==> config.mk <==
export PLATFORM = sky130hd
export DESIGN_NAME = keypad_scanner
export DESIGN_NICKNAME = d
export VERILOG_FILES = /design/src/rtl/keypad_pkg.sv /design/src/rtl/keypad_col_scan.sv /design/src/rtl/keypad_scanner.sv
export SDC_FILE = /design/constraint.sdc
export NUM_CORES = 1
export LEC_CHECK = 0
export CORE_MARGIN = 5
export CORE_UTILIZATION = 40
export DETAILED_ROUTE_END_ITERATION = 8
export GPL_ROUTABILITY_DRIVEN = 0
export HOLD_SLACK_MARGIN = 0.12
export PLACE_DENSITY_LB_ADDON = 0.12
export SETUP_SLACK_MARGIN = 0.02
export SLEW_MARGIN = 20
export SYNTH_ARGS = -nofsm -noshare
export SYNTH_HDL_FRONTEND = slang
export SYNTH_SLANG_ARGS = --single-unit
==> constraint.sdc <==
create_clock -name clk -period 3.5 [get_ports clk]
set_input_delay 0.7 -clock clk [delete_from_list [all_inputs] [get_ports clk]]
set_output_delay 0.7 -clock clk [all_outputs]
set_load 0.1 [all_outputs]
==> src/rtl/keypad_pkg.sv <==
// Shared types and helpers for the matrix keypad reader.
package keypad_pkg;

  // Debounce FSM states.
  typedef enum logic [1:0] {
    ST_IDLE,
    ST_DEBOUNCE,
    ST_PRESSED
  } state_e;

  // Classification of one complete scan frame.
  typedef enum logic [1:0] {
    FR_NONE,
    FR_SINGLE,
    FR_MULTI
  } frame_res_e;

  // Width of a key code: clog2 of the key count, never below one bit.
  function automatic int cw(input int n_rows, input int n_cols);
    int n;
    n = n_rows * n_cols;
    return (n <= 2) ? 1 : $clog2(n);
  endfunction

endpackage

==> src/rtl/keypad_col_scan.sv <==
// Column ring, row synchronizer and per-frame press accumulation.
// One frame covers all columns; its result is published as a
// one-cycle frame_done pulse with the result class and first key code.
module keypad_col_scan
  import keypad_pkg::*;
#(
  parameter int N_COLS   = 4,
  parameter int N_ROWS   = 4,
  parameter int SCAN_DIV = 50000,
  parameter int CW       = cw(N_ROWS, N_COLS)
) (
  input  logic              clk,
  input  logic              clr,
  input  logic [N_ROWS-1:0] row_n,
  output logic [N_COLS-1:0] col_n,
  output logic              frame_done,
  output frame_res_e        frame_result,
  output logic [CW-1:0]     frame_code
);

  localparam int DIVW = $clog2(SCAN_DIV);
  localparam int COLW = (N_COLS > 1) ? $clog2(N_COLS) : 1;
  localparam int RW   = (N_ROWS > 1) ? $clog2(N_ROWS) : 1;
  localparam logic [DIVW-1:0] DIV_LAST = DIVW'(SCAN_DIV - 1);
  localparam logic [COLW-1:0] COL_LAST = COLW'(N_COLS - 1);

  logic [N_ROWS-1:0] sync1_q, sync2_q;
  logic [DIVW-1:0]   div_q;
  logic [COLW-1:0]   col_q;
  logic [1:0]        acc_cnt_q;   // pressed count so far, saturates at 2
  logic [CW-1:0]     acc_code_q;  // code of first pressed key this frame
  logic              fdone_q;
  frame_res_e        fres_q;
  logic [CW-1:0]     fcode_q;

  logic              tick;
  logic [N_ROWS-1:0] row_hit;
  logic [1:0]        col_cnt;
  logic [RW-1:0]     first_row;
  logic [CW-1:0]     col_code;
  logic [2:0]        sum_cnt;
  logic [1:0]        tot_cnt;
  logic [CW-1:0]     new_code;

  assign tick    = (div_q == DIV_LAST);
  assign row_hit = ~sync2_q;
  assign col_n   = ~(N_COLS'(1) << col_q);

  // Count pressed rows in the driven column and pick the lowest one.
  always_comb begin
    col_cnt   = 2'd0;
    first_row = '0;
    for (int r = N_ROWS - 1; r >= 0; r--) begin
      if (row_hit[r]) begin
        first_row = RW'(r);
        if (col_cnt != 2'd2) col_cnt = col_cnt + 2'd1;
      end
    end
  end

  // Merge this column into the frame totals; the earliest key wins the code.
  always_comb begin
    col_code = CW'(col_q) * CW'(N_ROWS) + CW'(first_row);
    sum_cnt  = {1'b0, acc_cnt_q} + {1'b0, col_cnt};
    tot_cnt  = (sum_cnt >= 3'd2) ? 2'd2 : sum_cnt[1:0];
    new_code = (acc_cnt_q == 2'd0) ? col_code : acc_code_q;
  end

  // Two-flop synchronizer; idle level is all ones (rows pulled up).
  always_ff @(posedge clk) begin
    if (clr) begin
      sync1_q <= '1;
      sync2_q <= '1;
    end else begin
      sync1_q <= row_n;
      sync2_q <= sync1_q;
    end
  end

  // Divider, column ring and frame accumulators.
  always_ff @(posedge clk) begin
    if (clr) begin
      div_q      <= '0;
      col_q      <= '0;
      acc_cnt_q  <= 2'd0;
      acc_code_q <= '0;
      fdone_q    <= 1'b0;
      fres_q     <= FR_NONE;
      fcode_q    <= '0;
    end else begin
      fdone_q <= 1'b0;
      div_q   <= tick ? '0 : div_q + DIVW'(1);
      if (tick) begin
        col_q <= (col_q == COL_LAST) ? '0 : col_q + COLW'(1);
        if (col_q == COL_LAST) begin
          fdone_q    <= 1'b1;
          fres_q     <= (tot_cnt == 2'd0) ? FR_NONE :
                        (tot_cnt == 2'd1) ? FR_SINGLE : FR_MULTI;
          fcode_q    <= new_code;
          acc_cnt_q  <= 2'd0;
          acc_code_q <= '0;
        end else begin
          acc_cnt_q  <= tot_cnt;
          acc_code_q <= new_code;
        end
      end
    end
  end

  assign frame_done   = fdone_q;
  assign frame_result = fres_q;
  assign frame_code   = fcode_q;

endmodule

==> src/rtl/keypad_scanner.sv <==
// Matrix keypad reader: scans columns, debounces whole frames and
// reports one accepted key as a single-cycle strobe plus a held level.
module keypad_scanner
  import keypad_pkg::*;
#(
  parameter int N_COLS   = 4,
  parameter int N_ROWS   = 4,
  parameter int SCAN_DIV = 50000,
  parameter int DEBOUNCE = 4,
  localparam int CW      = cw(N_ROWS, N_COLS)
) (
  input  logic              clk,
  input  logic              clr,
  input  logic [N_ROWS-1:0] row_n,
  output logic [N_COLS-1:0] col_n,
  output logic [CW-1:0]     key_code,
  output logic              key_valid,
  output logic              key_held,
  output logic              key_multi
);

  localparam int DW = $clog2(DEBOUNCE + 1);
  localparam logic [DW-1:0] DB_MAX = DW'(DEBOUNCE);

  logic          frame_done;
  frame_res_e    frame_result;
  logic [CW-1:0] frame_code;

  keypad_col_scan #(
    .N_COLS  (N_COLS),
    .N_ROWS  (N_ROWS),
    .SCAN_DIV(SCAN_DIV),
    .CW      (CW)
  ) u_scan (
    .clk         (clk),
    .clr         (clr),
    .row_n       (row_n),
    .col_n       (col_n),
    .frame_done  (frame_done),
    .frame_result(frame_result),
    .frame_code  (frame_code)
  );

  state_e        state_q, state_d;
  logic [CW-1:0] cand_q, cand_d;
  logic [DW-1:0] cnt_q, cnt_d;
  logic [DW-1:0] rel_q, rel_d;
  logic [CW-1:0] code_q, code_d;
  logic          valid_q, valid_d;
  logic          held_q, held_d;
  logic          multi_q, multi_d;

  // State and output registers.
  always_ff @(posedge clk) begin
    if (clr) begin
      state_q <= ST_IDLE;
      cand_q  <= '0;
      cnt_q   <= '0;
      rel_q   <= '0;
      code_q  <= '0;
      valid_q <= 1'b0;
      held_q  <= 1'b0;
      multi_q <= 1'b0;
    end else begin
      state_q <= state_d;
      cand_q  <= cand_d;
      cnt_q   <= cnt_d;
      rel_q   <= rel_d;
      code_q  <= code_d;
      valid_q <= valid_d;
      held_q  <= held_d;
      multi_q <= multi_d;
    end
  end

  // Debounce decisions, taken only when a frame completes.
  always_comb begin
    state_d = state_q;
    cand_d  = cand_q;
    cnt_d   = cnt_q;
    rel_d   = rel_q;
    code_d  = code_q;
    valid_d = 1'b0;
    held_d  = held_q;
    multi_d = 1'b0;
    if (frame_done) begin
      unique case (state_q)
        ST_IDLE: begin
          if (frame_result == FR_SINGLE) begin
            cand_d = frame_code;
            cnt_d  = DW'(1);
            if (DEBOUNCE == 1) begin
              code_d  = frame_code;
              valid_d = 1'b1;
              held_d  = 1'b1;
              rel_d   = '0;
              state_d = ST_PRESSED;
            end else begin
              state_d = ST_DEBOUNCE;
            end
          end else if (frame_result == FR_MULTI) begin
            multi_d = 1'b1;
          end
        end
        ST_DEBOUNCE: begin
          if (frame_result == FR_SINGLE) begin
            if (frame_code == cand_q) begin
              if (cnt_q + DW'(1) == DB_MAX) begin
                code_d  = cand_q;
                valid_d = 1'b1;
                held_d  = 1'b1;
                rel_d   = '0;
                state_d = ST_PRESSED;
              end else begin
                cnt_d = cnt_q + DW'(1);
              end
            end else begin
              // A different key restarts the count from this frame.
              cand_d = frame_code;
              cnt_d  = DW'(1);
            end
          end else if (frame_result == FR_MULTI) begin
            multi_d = 1'b1;
            state_d = ST_IDLE;
          end else begin
            state_d = ST_IDLE;
          end
        end
        ST_PRESSED: begin
          // Anything seen keeps the key down; no rollover to other keys.
          if (frame_result == FR_NONE) begin
            if (rel_q + DW'(1) == DB_MAX) begin
              rel_d   = '0;
              held_d  = 1'b0;
              state_d = ST_IDLE;
            end else begin
              rel_d = rel_q + DW'(1);
            end
          end else begin
            rel_d = '0;
          end
        end
        default: state_d = ST_IDLE;
      endcase
    end
  end

  assign key_code  = code_q;
  assign key_valid = valid_q;
  assign key_held  = held_q;
  assign key_multi = multi_q;

endmodule

# --- Word-level counts from Yosys, hierarchy flattened ---
# Cells that the tools add are included.
classes:
  n_reduce_logical: 18
  shift: 1
  n_mux: 49
  eq_ne: 23
  addsub: 9
  bitwise: 8
  n_lt_le_gt_ge: 1
op_table:
  columns: ["operator", "n"]
  rows:
  - ["2-bit 2-to-1 mux", 21]
  - ["3-bit 2-to-1 mux", 9]
  - ["4-bit 2-to-1 mux", 5]
  - ["5-bit AND reduction", 4]
  - ["2-bit != test (second input constant)", 9]
  - ["16-bit by 1-bit adder with 16-bit output (second input constant)", 1]
  - ["16-bit == test (second input constant)", 1]
  - ["3-bit one-hot mux with 2 select lines", 2]
  - ["1-bit 2-to-1 mux", 9]
  - ["3-bit != test (second input constant)", 3]
  - ["2-bit zero test", 4]
  - ["4-bit NOT", 2]
  - ["4-bit one-hot mux with 2 select lines", 1]
  - ["7-bit AND reduction", 1]
  - ["2-bit by 1-bit adder with 2-bit output (second input constant)", 3]
  - ["3-bit by 1-bit adder with 3-bit output (second input constant)", 2]
  - ["2-bit by 1-bit == test with 1-bit output (second input constant)", 3]
  - ["2-bit == test (second input constant)", 3]
  - ["3-bit == test (second input constant)", 2]
  - ["1-bit NOT", 6]
  - ["2-bit one-hot mux with 3 select lines", 1]
  - ["6-bit AND reduction", 1]
  - ["2-bit OR reduction", 3]
  - ["5-bit OR reduction", 1]
  - ["other kinds (11)", 12]
word_totals:
  regBits: 58
  elab_cells: 126
  out_inout_bits: 11

# --- Logic depth before layout (Yosys ltp) ---
depth:
  depth_word: 17
  depth_mapped: 12

# --- By module ---
# From an unflattened synthesis, not the netlist that was laid out.
unflattened:
  cells_unflattened: 303
  hier_area_um2: 2711.4
by_module_without_submodules:
  columns: ["mod", "n_inst", "area_per_inst_um2", "seq_area_each_um2", "cells_per_inst"]
  rows:
  - ["keypad_col_scan", 1, 1805.5, 780.7, 201]
  - ["keypad_scanner", 1, 905.9, 380.4, 102]

# --- Worst setup path before layout ---
# Ideal clock, no wire load.
synth_timing:
  path_type: "flip-flop to flip-flop"
  start: "register u_scan.sync2_q[2]"
  end: "register u_scan.acc_cnt_q[0]"
  arrival_ns: 2.271
  stages_incl_launch_ff: 13
  setup_slack_ns: 1.158
  setup_time_ns: 0.071
  cell_sequence: "dfxtp_1 > inv_1 > ha_1 > mux2i_1 > ha_1 > nor2_1 > a21oi_1 > ha_1 > inv_1 > fa_1 > and3_1 > nand3_1 > a21oi_1"
synth_via:
  elab_chain_len: 12
synth_rtl:
  columns: ["element", "line", "rtl"]
  rows:
  - ["start: declaration", "keypad_col_scan.sv:27", "logic [N_ROWS-1:0] sync1_q, sync2_q;"]
  - ["start signal: assignment", "keypad_col_scan.sv:76", "sync2_q <= sync1_q;"]
  - ["4-bit NOT (*)", "keypad_col_scan.sv:46", "assign row_hit = ~sync2_q;"]
  - ["2-bit 2-to-1 mux (*)", "keypad_col_scan.sv:54", "if (row_hit[r]) begin"]
  - ["2-bit by 1-bit adder with 2-bit output / 2-bit != test (equally long branches)", "keypad_col_scan.sv:56", "if (col_cnt != 2'd2) col_cnt = col_cnt + 2'd1;"]
  - ["2-bit 2-to-1 mux", "keypad_col_scan.sv:56", null]
  - ["2-bit 2-to-1 mux (*)", "keypad_col_scan.sv:54", null]
  - ["2-bit by 1-bit adder with 2-bit output / 2-bit != test (equally long branches)", "keypad_col_scan.sv:56", null]
  - ["2-bit 2-to-1 mux", "keypad_col_scan.sv:56", null]
  - ["2-bit 2-to-1 mux (*)", "keypad_col_scan.sv:54", null]
  - ["2-bit by 2-bit adder with 3-bit output (*)", "keypad_col_scan.sv:64", "sum_cnt = {1'b0, acc_cnt_q} + {1'b0, col_cnt};"]
  - ["3-bit by 2-bit >= comparator with 1-bit output", "keypad_col_scan.sv:65", "tot_cnt = (sum_cnt >= 3'd2) ? 2'd2 : sum_cnt[1:0];"]
  - ["2-bit 2-to-1 mux (*)", "keypad_col_scan.sv:65", null]
  - ["2-bit 2-to-1 mux (*)", "keypad_col_scan.sv:95", "if (col_q == COL_LAST) begin"]
  - ["end signal: assignment", "keypad_col_scan.sv:103", "acc_cnt_q <= tot_cnt;"]
  - ["end: declaration", "keypad_col_scan.sv:30", "logic [1:0] acc_cnt_q;"]
# Mark *: on every way between the ends. The rest lies on a longest branch, timed or not.
# A chain may end at the register's enable or synchronous reset.

# --- Worst setup path after layout ---
layout_timing:
  start: "register held_q (netlist: key_held)"
  end: "output port key_held"
layout_lines:
  columns: ["element", "line", "rtl"]
  rows:
  - ["start: declaration", "keypad_scanner.sv:50", "logic held_q, held_d;"]
  - ["start signal: assignment", "keypad_scanner.sv:71", "held_q <= held_d;"]
  - ["end: declaration", "keypad_scanner.sv:18", "output logic key_held,"]
# No word-level cell between the ends.

==> key figures <==
Worst setup path
  – CP required: around 2.8 ns
  – Capturing point of the worst reg2reg path: u_scan.frame_result[0]$_SDFFE_PP0P_
  – Crit-path slowest cell: clkdlybuf4s50_1
  – R2R Setup Slk: 1.02 ns
  – Reg-to-reg startpoint: u_scan.sync2_q[2]$_SDFF_PP1_
  – Setup CP Type: flip-flop to primary output
  – CP Cell Sequence: clkdlybuf4s50_1
  – Crit path buffers/inverters: 1
  – Critical Path Max Stage Delay: 1.13 ns
  – Crit path DAT: approximately 1.8 ns
  – CP delay by family, top: buffers and inverters
  – Worst setup EP type: primary output
  – Max FO, Critical Path: 2
  – Crit path from: key_held$_SDFFE_PP0P_
  – Reg2reg path depth: 12
  – Worst Setup Start Kind: flip-flop

Pwr
  – P_int: around 0.0010 W
  – Reg power frac: about half
  – Psw: about 0.00028 W
  – Maximum vdd ir drop: 143 uV
  – Clk network pwr share: 44.8%
  – Cell Pwr Density: ~410 nW/um2
  – Sw Ratio: a little over a fifth
  – Combinational power share: 3.3%
  – Leak: between 1 and 1.5 nW

Global routing
  – Number of global-route vias before repair: just under 2000
  – Initial antenna violation count: 0
  – Pin count of the biggest net entering global routing: 26
  – Global-route wire length before repair: approximately 9300 um
  – Total gr overflow: 0
  – GRT Resource Usage Total: between 10% and 20%

Synth
  – Post-synthesis adder-cell area fraction: approximately 7.4%
  – Synthesized area per cell: roughly 9 um2
  – Post-synthesis compound-gate area fraction: between 10% and 20%
  – EDFF count, synth: 0
  – Synth Warn #: 0
  – Gate count of the mapped netlist: 312
  – Post-synthesis cell type count: 54
  – Sequential share of the synthesized area: 41.3%
  – Xor/xnor share of the synthesized area: 5.92%
  – Post-Syn Area: 2810 um2
  – Asr flop ratio synth: 0%
  – Mux share of post-synthesis cell area: between 2 and 2.5%
  – Synth Flop Type: dfxtp_1
  – Post-Synth Simple-Gate Area: ~25%
  – Main combinational cell family by area after synthesis: simple AND/OR/NAND/NOR gates
  – Synth Register Bits: between 50 and 60
  – Syn nets: approximately 330

CTS
  – Cts hold-fix bufs: 0
  – Clk Latency, worst-skew pair: about 0.33 ns
  – CTS Buf Count: 9
  – TritonCTS clock tree: built
  – Num Clock Sinks: 58
  – Post-CTS sizing: 0
  – Root Driver: clkbuf_8
  – Setup Fix Bufs, Post-CTS: 0
  – Htree depth: 3
  – Clock-pin slew of the registers on the worst-case setup and hold paths: 0.07 ns
  – CTS Buffer Depth: 2

STA
  – RSZ-0062 raised after global routing: no
  – F_max: 402 MHz
  – Worst-margin pin slew: a little under 1 ns
  – Post-layout min period: around 2.5 ns
  – Setup TNS: 0 ns
  – Skew final: 0.00793 ns
  – Final Cycle Share: between 70% and 80%
  – Max_slew headroom: about a third
  – Final setup vio count: 0
  – Final Hold Fails: 0
  – Pins Over Slew Limit: 0

Finish
  – Nets: 346
  – Final Cell Area: 3180 um2
  – Antenna cells: 0
  – Commonest cells after routing, fill and taps aside: dfxtp_1, nor2_1, a21oi_1, nand2_1
  – Most common cell after layout, fill and taps aside: dfxtp_1
  – Synth-to-Final Area Change: 13.2%
  – Share of cells above drive strength 1: about 12%

Min path
  – Hold endpoint: u_scan.sync2_q[1]$_SDFF_PP1_
  – Hold Path Depth: 1
  – Hold Startpoint: u_scan.sync1_q[1]$_SDFF_PP1_
  – Worst Hold Class: flip-flop to flip-flop

Placement
  – Placed cell areas: ~3000 um2
  – Dpl hpwl: about 3700 um
  – IO Port Bufs: 16

Run
  – Max_cap viols: 0

Floorplanning
  – Die W: approximately 94 um
  – Initial core utilization: 41.2%
  – Die Y: roughly 94 um
  – Placement row count: 30
  – Core Area: roughly 7000 um2
  – I/O pin cnt: 17
  – Die area: around 8800 um2

Detailed routing
  – Final wirelength: ~5400 um
  – DRT Pass-1 Iters: 4
  – Iter 0 DRT Violations: 94
  – Number of remaining DRC errors: 0
  – Via count: 2133
  – Antenna viol nets, final: 0
  – Vias per std cell: just over 5
  – WL/cell: between 10 and 15 um

Run status
  – Outcome: finished, final reports clean
[stage by stage]
stage | hold slack, ns | instances | power, W | util (%) | worst slack, ns
after floorplan | 0.389 | 312 | 0.000717 | - | 1.16
after CTS | 0.410 | 424 | 0.00132 | 46.6 | 0.980
final | 0.409 | 424 | 0.00129 | 46.6 | 1.01
after global placement | 0.392 | 409 | 0.000729 | 43.8 | 0.961
after detailed placement | 0.393 | 409 | 0.000730 | 43.8 | 0.954
after global routing | 0.431 | 424 | 0.00135 | 46.6 | 0.793
[per-layer routing]
metal / vias up / part of all wire (%) / global-route usage [%]
met5: - / 0 / 0
met3: 5 / 3.0 / 2.64
met4: 0 / 1.3 / 7.94
met2: 29 / 43 / 18.9
met1: 988 / 53 / 18.5
li1: 1111 / - / -
[registers in the layout, indices dropped and copies added (netlist names), 2 cells and up]
register	cells
cand_q	4
cnt_q	3
key_code	4
rel_q	3
state_q	2
u_scan.acc_cnt_q	2
u_scan.acc_code_q	4
u_scan.col_q	2
u_scan.div_q	16
u_scan.frame_code	4
u_scan.frame_result	2
u_scan.sync1_q	4
u_scan.sync2_q	4
[power by group through the flow]
stage / sequential, W / clock, W / combinational [W]
6_report: 0.000672 / 0.000580 / 0.0000428
5_1_grt: 0.000673 / 0.000628 / 0.0000483
4_1_cts: 0.000672 / 0.000601 / 0.0000437
3_5_place_dp: 0.000687 / 0 / 0.0000433
3_3_place_gp: 0.000687 / 0 / 0.0000428
2_1_floorplan: 0.000686 / 0 / 0.0000315
[cell type report]
type / count / area [um2]
clock buffers: 13 / 179
clock inverters: 2 / 10.0
fillers: 703 / 3650
inverters: 15 / 56.3
multi-input cells: 223 / 1500
flip-flops and latches: 58 / 1160
well taps: 96 / 120
repair buffers: 17 / 158
[worst reg2reg max path: stages (launching register included)]
cell and delay, ns:
dfxtp_1 0.38, inv_1 0.06, ha_1 0.28, mux2i_1 0.20, ha_1 0.18, nor2_1 0.04
a21oi_1 0.13, ha_1 0.16, inv_1 0.05, fa_1 0.53, and3_1 0.19, nand3_1 0.08
a21oi_1 0.13
[cells by family after synthesis]
group	Yosys count
and+or+nand+nor	125
DFF	58
AOI/OAI and AO/OA	57
buffers and inverters	31
xor gates and xnor gates	19
adders and majority gates	16
muxes	6
[synthesized netlist by cell type (all sizes together) (2+ instances only)]
| cell | instances | share of area [%] |
|---|---|---|
| dfxtp | 58 | 41 |
| xnor2 | 5 | 1.6 |
| and3 | 5 | 1.1 |
| nor2b | 4 | 0.89 |
| nor4b | 3 | 0.93 |
| a211oi | 2 | 0.53 |
| o31ai | 3 | 0.80 |
| a311oi | 3 | 0.93 |
| a31oi | 4 | 0.89 |
| o21a | 2 | 0.53 |
| or3 | 3 | 0.67 |
| buf | 5 | 1.9 |
| nand2 | 23 | 3.1 |
| inv | 15 | 2.0 |
| a21oi | 26 | 4.8 |
| nor3 | 5 | 1.1 |
| clkbuf | 11 | 1.5 |
| mux2i | 6 | 2.1 |
| and4 | 5 | 1.7 |
| nand3 | 12 | 2.1 |
| ha | 15 | 6.7 |
| xor2 | 14 | 4.4 |
| nor4 | 2 | 0.44 |
| o21ai | 9 | 1.6 |
| or2 | 9 | 2.0 |
| and2 | 2 | 0.49 |
| nor2 | 25 | 3.3 |
| nand2b | 9 | 2.0 |
| nand4 | 10 | 2.8 |
[worst max path at each step]
stage	endpoint	slack, ns	cells after the start
after floorplan	u_scan.acc_cnt_q[0]$_SDFFE_PP0N_	1.16	12
after global placement	u_scan.div_q[10]$_SDFF_PP0_	0.96	3
after detailed placement	u_scan.div_q[4]$_SDFF_PP0_	0.95	3
after CTS	key_held	0.98	1
after global routing	u_scan.frame_result[0]$_SDFFE_PP0P_	0.79	12
final	key_held	1.01	1
Note: power is estimated with default switching activity, not from simulation.
